--- config.mk ---
export PLATFORM = sky130hd
export DESIGN_NAME = serial_subtractor_16bit
export DESIGN_NICKNAME = d
export VERILOG_FILES = /design/src/rtl/serial_subtractor_16bit.sv
export SDC_FILE = /design/constraint.sdc
export NUM_CORES = 1
export LEC_CHECK = 0
export CORE_ASPECT_RATIO = 1.5
export CORE_MARGIN = 2
export CORE_UTILIZATION = 40
export CTS_CLUSTER_DIAMETER = 60
export CTS_CLUSTER_SIZE = 8
export DETAILED_ROUTE_END_ITERATION = 8
export DONT_BUFFER_PORTS = 1
export SLEW_MARGIN = 25
export SYNTH_ARGS = -nofsm -noshare
export SYNTH_HDL_FRONTEND = slang
export SYNTH_SLANG_ARGS = --single-unit
--- constraint.sdc ---
create_clock -name clk -period 3.9 [get_ports clk]
set_clock_uncertainty 0.15 [all_clocks]
set_input_delay 0.39 -clock clk [delete_from_list [all_inputs] [get_ports clk]]
set_output_delay 0.39 -clock clk [all_outputs]
set_load 0.02 [all_outputs]
--- src/rtl/serial_subtractor_16bit.sv ---
// serial_subtractor_16bit: bit-serial a - b - bin, LSB first, one bit per
// clock through a single borrow flip-flop. IDLE -> SHIFT (WIDTH cycles) ->
// DONE (one cycle). Results and flags hold until the next DONE.
// Optional macro SERIAL_SUB_SAT_EN: unsigned saturation to zero on underflow.
module serial_subtractor_16bit #(
    parameter int WIDTH = 16
) (
    input  logic             clk,
    input  logic             rst_n,
    input  logic             start,
    input  logic [WIDTH-1:0] a,
    input  logic [WIDTH-1:0] b,
    input  logic             bin,
    output logic             busy,
    output logic             done,
    output logic [WIDTH-1:0] diff,
    output logic             bout,
    output logic             zero,
    output logic             ovf
);
    // WIDTH=1 still needs a one-bit counter so the port widths stay legal
    localparam int CW = (WIDTH > 1) ? $clog2(WIDTH) : 1;

    typedef enum logic [1:0] {IDLE, SHIFT, DONE} state_t;

    state_t           state, state_nx;
    logic [WIDTH-1:0] sa, sb, res, res_nx;
    logic [CW-1:0]    cnt;
    logic             br, br_nx, d, amsb, bmsb, last;

    // One-bit full-subtractor slice and the result shifted in from the MSB side
    always_comb begin
        d      = sa[0] ^ sb[0] ^ br;
        br_nx  = (~sa[0] & sb[0]) | (~(sa[0] ^ sb[0]) & br);
        res_nx = res >> 1;
        res_nx[WIDTH-1] = d;
        last   = (cnt == CW'(WIDTH - 1));
    end

    // State register
    always_ff @(posedge clk) begin
        if (!rst_n) state <= IDLE;
        else        state <= state_nx;
    end

    // Next-state logic and handshake outputs
    always_comb begin
        state_nx = state;
        busy     = 1'b0;
        done     = 1'b0;
        case (state)
            IDLE:  if (start) state_nx = SHIFT;
            SHIFT: begin
                busy = 1'b1;
                if (last) state_nx = DONE;
            end
            DONE:  begin
                busy     = 1'b1;
                done     = 1'b1;
                state_nx = IDLE;
            end
            default: state_nx = IDLE;
        endcase
    end

    // Operand shift registers, borrow FF, counter and held result/flags
    always_ff @(posedge clk) begin
        if (!rst_n) begin
            sa   <= '0;
            sb   <= '0;
            res  <= '0;
            br   <= 1'b0;
            cnt  <= '0;
            amsb <= 1'b0;
            bmsb <= 1'b0;
            diff <= '0;
            bout <= 1'b0;
            zero <= 1'b0;
            ovf  <= 1'b0;
        end else begin
            case (state)
                IDLE: if (start) begin
                    sa   <= a;
                    sb   <= b;
                    br   <= bin;
                    res  <= '0;
                    cnt  <= '0;
                    // operand MSBs are consumed by the shift, keep them for ovf
                    amsb <= a[WIDTH-1];
                    bmsb <= b[WIDTH-1];
                end
                SHIFT: begin
                    sa  <= sa >> 1;
                    sb  <= sb >> 1;
                    br  <= br_nx;
                    res <= res_nx;
                    cnt <= cnt + CW'(1);
                    // final bit: publish the result so it is valid during DONE
                    if (last) begin
                        diff <= res_nx;
                        bout <= br_nx;
                        zero <= (res_nx == '0);
                        ovf  <= (amsb != bmsb) && (res_nx[WIDTH-1] != amsb);
`ifdef SERIAL_SUB_SAT_EN
                        if (br_nx) begin
                            diff <= '0;
                            zero <= 1'b1;
                        end
`endif
                    end
                end
                default: ;
            endcase
        end
    end
endmodule
==> results by group, run 1 <==
Die
  • Floorplan die height: between 100 and 150 um
  • Number of top-level pins: between 50 and 60
  • Die X-Extent: roughly 78 um
  • Core outline area: 0.007958 sq mm
  • Site row count: 40
  • Starting density of the core: 0.4082
  • Die Outline Area: 0.008872 sq mm

STA
  • Count of final hold-check violations: 0
  • Final worst path period need: 2.290 ns
  • Post-route clock period utilization: 0.5871
  • Max Slew Vio Count: 0
  • Sum of negative setup slack: 0 ns
  • Setup repair after global routing missed its margin: no
  • Tightest Pin Transition: slightly above 0.8 ns
  • Slew Limit Headroom: 0.4582
  • FMAX: about 0.44 GHz
  • Number of setup violations in the final report: 0

Setup path
  • Number of logic stages on the critical path including buffering: 6
  • Last element of the critical path: sa[13]
  • Cell family contributing the most delay on the critical path: compound AO/OA/AOI/OAI gates
  • Endpoint required time on the critical path: roughly 4.0 ns
  • Slack of the worst reg-to-reg path: approximately 1.6 ns
  • RR Endpoint: sa[13]
  • Kind of start point of the critical path: register
  • Classification of the worst setup path: reg -> reg
  • Startpoint of the most critical register-to-register path: state[0]
  • Endpoint class of the critical path: register
  • Highest-delay cell along the critical path: sky130_fd_sc_hd__o21ai_4
  • Worst Path Buf+Inv: 2
  • Beginning of the critical path: state[0]
  • CP arrival: approximately 2.4 ns
  • Peak fanout along the critical path: 36
  • Worst reg-to-reg path cell count: 6
  • Max incr delay on CP: between 0.6 and 0.7 ns
  • Cell breakdown of the critical path: inv_1 > ha_1 > o21ai_4 > buf_4 > nand2_1 > o211a_1

Placement
  • Placed Instance Area: between 0.003 and 0.004 sq mm
  • Half-perimeter wire length after detailed placement: roughly 4100 um
  • I/O Buffers: 0
  • Final estimated routing congestion in global placement: around 0.74

Clock network
  • Skew-Pair Late Insertion Delay: between 0.3 and 0.4 ns
  • Cell at the root of the clock tree: sky130_fd_sc_hd__clkbuf_16
  • Count of H-tree levels built during CTS: 3
  • Clock slew seen by the registers of the worst setup and hold paths: 0.06 ns
  • Resized Gates After CTS: 0
  • Number of buffers created by CTS: 9
  • Maximum buffer depth of the clock tree: 2
  • Clock tree from TritonCTS: yes
  • Post-cts hold buffer count: 0
  • Clk sinks: 75
  • Buffer count from post-CTS setup fixing: 0

GRT
  • GRT Resource Usage Total: 0.1475
  • Number of global-route vias before repair: around 2300
  • Global-route wire length before repair: between 10000 and 15000 um
  • Total gr overflow: 0
  • Number of antenna violations at the first check in global routing: 0
  • Maximum number of pins on one net before global-route repair: 76

Power
  • Clock share of power: 0.439
  • Sw Ratio: 0.2393
  • Static Leak: approximately 1.6 nW
  • Register share of total power: 0.455
  • Total power of the final layout: between 1.5 and 2 mW
  • Power per unit of standard cell area: around 510 mW/mm^2
  • Cell internal power dissipation: between 1 and 1.5 mW
  • Power spent charging and discharging nets: about 0.44 mW
  • Comb pwr share: 0.106
  • Peak supply drop: between 0.2 and 0.3 mV

Routing
  • DR pass1 iterations: 4
  • Ratio of routed vias to standard cells: 5.233
  • Post-route DRC: 0
  • Remaining antenna violation count after routing: 0
  • Routed length per instance: 14.53 um
  • Final wirelength: 6307 um
  • Starting DRT DRC Count: 62
  • Via count: around 2300

Synth
  • Area share of the largest cell type after synthesis: 0.4622
  • Adder-cell share of the synthesized area: 0.02157
  • Synth Area in Compound Gates: 0.2092
  • Syn Nets: roughly 380
  • Post-Synthesis Cell Area: 0.003248 sq mm
  • Synthesized area per cell: 9.696 sq um
  • Share of synthesized area spent on multiplexers: 0.09553
  • Dominant combinational cell family by area after synthesis: compound AO/OA/AOI/OAI gates
  • Library cell occupying the most area in the post-synthesis netlist: sky130_fd_sc_hd__dfxtp_1
  • Total of warnings raised by yosys: 0
  • Sequential element share of the synthesized area: 0.4622
  • Seq cells post-synth: 75
  • Dominant cells by area after synthesis: sky130_fd_sc_hd__dfxtp_1, sky130_fd_sc_hd__o211a_1, sky130_fd_sc_hd__mux2i_1, sky130_fd_sc_hd__nand2_1, sky130_fd_sc_hd__a22oi_1
  • Post-Synth XOR/XNOR Area: 0
  • Number of distinct library cells after synthesis: 36
  • Cells after synthesis: about 340
  • Post-Synth Simple-Gate Area: 0.1637

Final layout
  • Most frequent standard cell in the layout excluding fill and tap cells: sky130_fd_sc_hd__dfxtp_1
  • Total number of nets in the final design: roughly 370
  • Area overhead of the layout relative to synthesis: 9.938%
  • Fill cell total of the finished layout: ~770
  • Fraction of layout instances using a drive strength above 1: 0.08207
  • Most frequent cells in the layout: sky130_fd_sc_hd__dfxtp_1, sky130_fd_sc_hd__nand2_1, sky130_fd_sc_hd__o211a_1, sky130_fd_sc_hd__mux2i_1, sky130_fd_sc_hd__nor2b_1
  • Register area: about 0.0015 sq mm
  • Ant. Diodes: 0
  • Post-route design area: roughly 0.0036 sq mm
  • Multi-input combinational cell area: around 0.0016 sq mm

Job
  • MaxCap Viol Count: 0

Outcome
  • Run status: complete, no violations

Hold path
  • Kind of path behind the tightest hold check: in -> reg
## metal layers
| metal | vias up | GRT usage | wire length, um |
|---|---|---|---|
| met5 | - | 0 | 0 |
| met1 | 1063 | 0.1620 | 2603 |
| li1 | 1151 | - | - |
| met3 | 11 | 0.04416 | 333 |
| met4 | 0 | 0.08095 | 103 |
| met2 | 46 | 0.2533 | 3267 |
## sequential cells by signal, indices dropped and copies added (netlist names)
signal and count:
state 2, diff 16, zero 1, sa 16, cnt 4, amsb 1
ovf 1, bmsb 1, br 1, res 15, bout 1, sb 16
## cells in the mapped netlist (all sizes together)
| cell type | n |
|---|---|
| nand4 | 1 |
| and2 | 1 |
| nor2 | 4 |
| nor3b | 1 |
| buf | 17 |
| fa | 1 |
| nor2b | 20 |
| o21ai | 7 |
| and3 | 2 |
| a22oi | 18 |
| nand3 | 5 |
| dfxtp | 75 |
| o211a | 33 |
| nand2b | 1 |
| mux2i | 31 |
| inv | 5 |
| ha | 4 |
| o211ai | 1 |
| nand3b | 1 |
| nand2 | 70 |
| nor4 | 4 |
| a21oi | 3 |
| and2b | 1 |
| or3b | 1 |
| a41o | 1 |
| clkbuf | 8 |
| a21boi | 19 |
## layout make-up
type / count / area share
clock buffer: 10 / 0.06412
clock inverter: 6 / 0.01857
inverter: 5 / 0.005256
tap: 105 / 0.03679
multi-input combinational: 230 / 0.4485
timing repair buffer: 3 / 0.006307
sequential: 75 / 0.4205
## power by group through the flow
stage | logic, mW | clock network, mW | registers [mW]
after global routing | 0.219 | 0.861 | 0.839
after floorplan | 0.182 | 0 | 0.843
after global placement | 0.193 | 0 | 0.849
final | 0.195 | 0.805 | 0.833
after CTS | 0.199 | 0.832 | 0.834
after detailed placement | 0.198 | 0 | 0.850
## how the worst min path moves through the flow
stage               startpoint     end  slack [ns]  cells after the start
detailed placement        amsb    amsb        0.32                      2
finish                   rst_n  res[3]        0.04                      1
floorplan                 amsb    amsb        0.30                      2
CTS                      rst_n     ovf        0.03                      1
global placement          amsb    amsb        0.31                      2
global route             rst_n   sb[3]        0.03                      1
## per-stage QoR
step,cells,hold WS (ns),utilization,setup WS [ns]
global placement,418,0.3126,0.4116,1.672
detailed placement,418,0.3209,0.4116,1.611
floorplan,335,0.2968,-,2.177
CTS,434,0.03421,0.4487,1.593
finish,434,0.04382,0.4487,1.610
global route,434,0.03328,0.4487,1.369
## logic make-up after synthesis
group | after synthesis
and+or+nand+nor | 112
AOI/OAI and AO/OA | 82
muxes | 31
DFF | 75
adders and majority gates | 5
buffers and inverters | 30
## worst register-to-register path: cells and delay by family (launching register included)
kind	cells	cell delay, ns
compound gates	2	0.80
buf+inv	2	0.50
flops	1	0.34
fa+ha+maj	1	0.31
simple gates	1	0.10
(Power assumes the default switching activity.)
==> inputs of run 2 (changes only) <==
==> constraint.sdc (replaced) <==
create_clock -name clk -period 1.9 [get_ports clk]
set_clock_uncertainty 0.15 [all_clocks]
set_input_delay 0.19 -clock clk [delete_from_list [all_inputs] [get_ports clk]]
set_output_delay 0.19 -clock clk [all_outputs]
set_load 0.02 [all_outputs]
==> results by group, run 2 (synthesis results as in run 1) <==
Routing
  • Ratio of routed vias to standard cells: between 5 and 6
  • Starting DRT DRC Count: between 100 and 150
  • Remaining antenna violation count after routing: 0
  • Post-route DRC: 0
  • Routed length per instance: ~14 um
  • DR pass1 iterations: 4
  • Final wirelength: ~6600 um
  • Via count: around 2500

STA
  • Max Slew Vio Count: 0
  • Tightest Pin Transition: ~0.38 ns
  • Number of setup violations in the final report: 0
  • Setup repair after global routing missed its margin: no
  • Slew Limit Headroom: 0.7439
  • Final worst path period need: 1.778 ns
  • Count of final hold-check violations: 0
  • Post-route clock period utilization: 0.9355
  • FMAX: between 0.5 and 0.6 GHz
  • Sum of negative setup slack: 0 ns

Die
  • Die Outline Area: 0.008872 sq mm
  • Die X-Extent: about 78 um
  • Core outline area: 0.007958 sq mm
  • Starting density of the core: 0.4082
  • Number of top-level pins: 57
  • Site row count: 40
  • Floorplan die height: 114.4 um

Clock network
  • Maximum buffer depth of the clock tree: 2
  • Clock tree from TritonCTS: yes
  • Clock slew seen by the registers of the worst setup and hold paths: about 0.06 ns
  • Buffer count from post-CTS setup fixing: 0
  • Number of buffers created by CTS: 9
  • Count of H-tree levels built during CTS: 3
  • Clk sinks: 75
  • Cell at the root of the clock tree: sky130_fd_sc_hd__clkbuf_16
  • Skew-Pair Late Insertion Delay: 0.33 ns

GRT
  • Number of global-route vias before repair: ~2500
  • Total gr overflow: 0
  • Maximum number of pins on one net before global-route repair: 76
  • Number of antenna violations at the first check in global routing: 0
  • Global-route wire length before repair: roughly 11000 um
  • GRT Resource Usage Total: 0.1595

Setup path
  • Kind of start point of the critical path: register
  • Peak fanout along the critical path: 5
  • Classification of the worst setup path: reg -> reg
  • Endpoint class of the critical path: register
  • Endpoint required time on the critical path: 2.03 ns
  • CP arrival: approximately 1.9 ns

Power
  • Power per unit of standard cell area: between 900 and 1000 mW/mm^2
  • Peak supply drop: ~0.58 mV
  • Static Leak: 1.749 nW

Final layout
  • Area overhead of the layout relative to synthesis: 23.27%
  • Ant. Diodes: 0
  • Fraction of the core area covered by cells at the end of the flow: 0.5031
  • Most frequent standard cell in the layout excluding fill and tap cells: sky130_fd_sc_hd__dfxtp_1
  • Fraction of layout instances using a drive strength above 1: 0.09756
  • Multi-input combinational cell area: around 0.0016 sq mm
  • Post-route design area: 0.004004 sq mm
  • Register area: 0.001501 sq mm
  • Most frequent cells in the layout: sky130_fd_sc_hd__dfxtp_1, sky130_fd_sc_hd__nand2_1, sky130_fd_sc_hd__dlygate4sd3_1, sky130_fd_sc_hd__o211a_1, sky130_fd_sc_hd__mux2i_1
  • Fill cell total of the finished layout: 754
  • Registers with the most flip-flops: diff (16), sa (16), sb (16)
  • Total number of nets in the final design: roughly 410

Placement
  • Placed Instance Area: approximately 0.0034 sq mm
  • Final estimated routing congestion in global placement: between 0.7 and 0.8
  • Half-perimeter wire length after detailed placement: between 4000 and 5000 um
  • I/O Buffers: 0

Outcome
  • Run status: complete, no violations

Hold path
  • Kind of path behind the tightest hold check: in -> reg

Job
  • MaxCap Viol Count: 0
[run 2: changes by cell type in the layout (fill, tap and decap cells not counted), moves of 2 or more]
cell / change
sky130_fd_sc_hd__clkinv_2: +3
sky130_fd_sc_hd__clkbuf_8: +2
sky130_fd_sc_hd__clkinvlp_4: -2
sky130_fd_sc_hd__buf_12: +3
sky130_fd_sc_hd__dlygate4sd3_1: +34
sky130_fd_sc_hd__buf_4: +2
[run 2: power by group]
| group | internal [mW] | switching [mW] | leakage [nW] |
|---|---|---|---|
| Sequential | 1.66 | 0.0497 | 0.612 |
| Clock | 0.945 | 0.634 | 0.141 |
| Combinational | 0.272 | 0.257 | 0.995 |
| Total | 2.88 | 0.941 | 1.75 |
[run 2: path summary, 6_finish.rpt]
path	cells past startpoint	endpoint	slack, ns	from
setup reg to reg	5	ovf	0.12	sb[0]
hold reg to reg	2	bmsb	0.33	bmsb
hold / removal	3	bmsb	0.03	start
setup / recovery	5	ovf	0.12	sb[0]
[run 2: metrics by stage]
step	hold WS (ns)	setup slack, ns	cells	power, mW
floorplan	0.1961	0.1768	335	2.105
global placement	0.1756	0.1364	423	2.176
detailed placement	0.1819	0.08140	423	2.190
CTS	0.01080	0.06495	474	3.883
global route	0.04234	0.03510	474	4.012
finish	0.02726	0.1225	474	3.820
[run 2: layout make-up]
class,count,area share
Multi-Input combinational cell,230,0.4012
Sequential cell,75,0.3750
Timing Repair Buffer,43,0.1162
Clock buffer,11,0.06312
Tap cell,105,0.03281
Clock inverter,5,0.006875
Inverter,5,0.004688
[run 2: worst max-delay path, stage by stage (launching register included)]
cell,delay (ns)
sky130_fd_sc_hd__dfxtp_1,0.33
sky130_fd_sc_hd__inv_1,0.06
sky130_fd_sc_hd__fa_2,0.49
sky130_fd_sc_hd__or3b_2,0.46
sky130_fd_sc_hd__nand3_1,0.10
sky130_fd_sc_hd__o211a_1,0.14
[run 2: per-layer routing]
metal  wire length [um]  track usage  up-vias
met4                 54      0.06667        0
met3                231      0.05126        4
met5                  0            0        -
met2               3363       0.2748       46
li1                   -            -     1242
met1               2946       0.1811     1180
[run 2: what timing repair did]
action,4_1_cts,5_1_grt
hold buffers,35,0
hold endpoints to repair,75,0
gates resized for setup,0,2
endpoints found under the setup margin,0,27
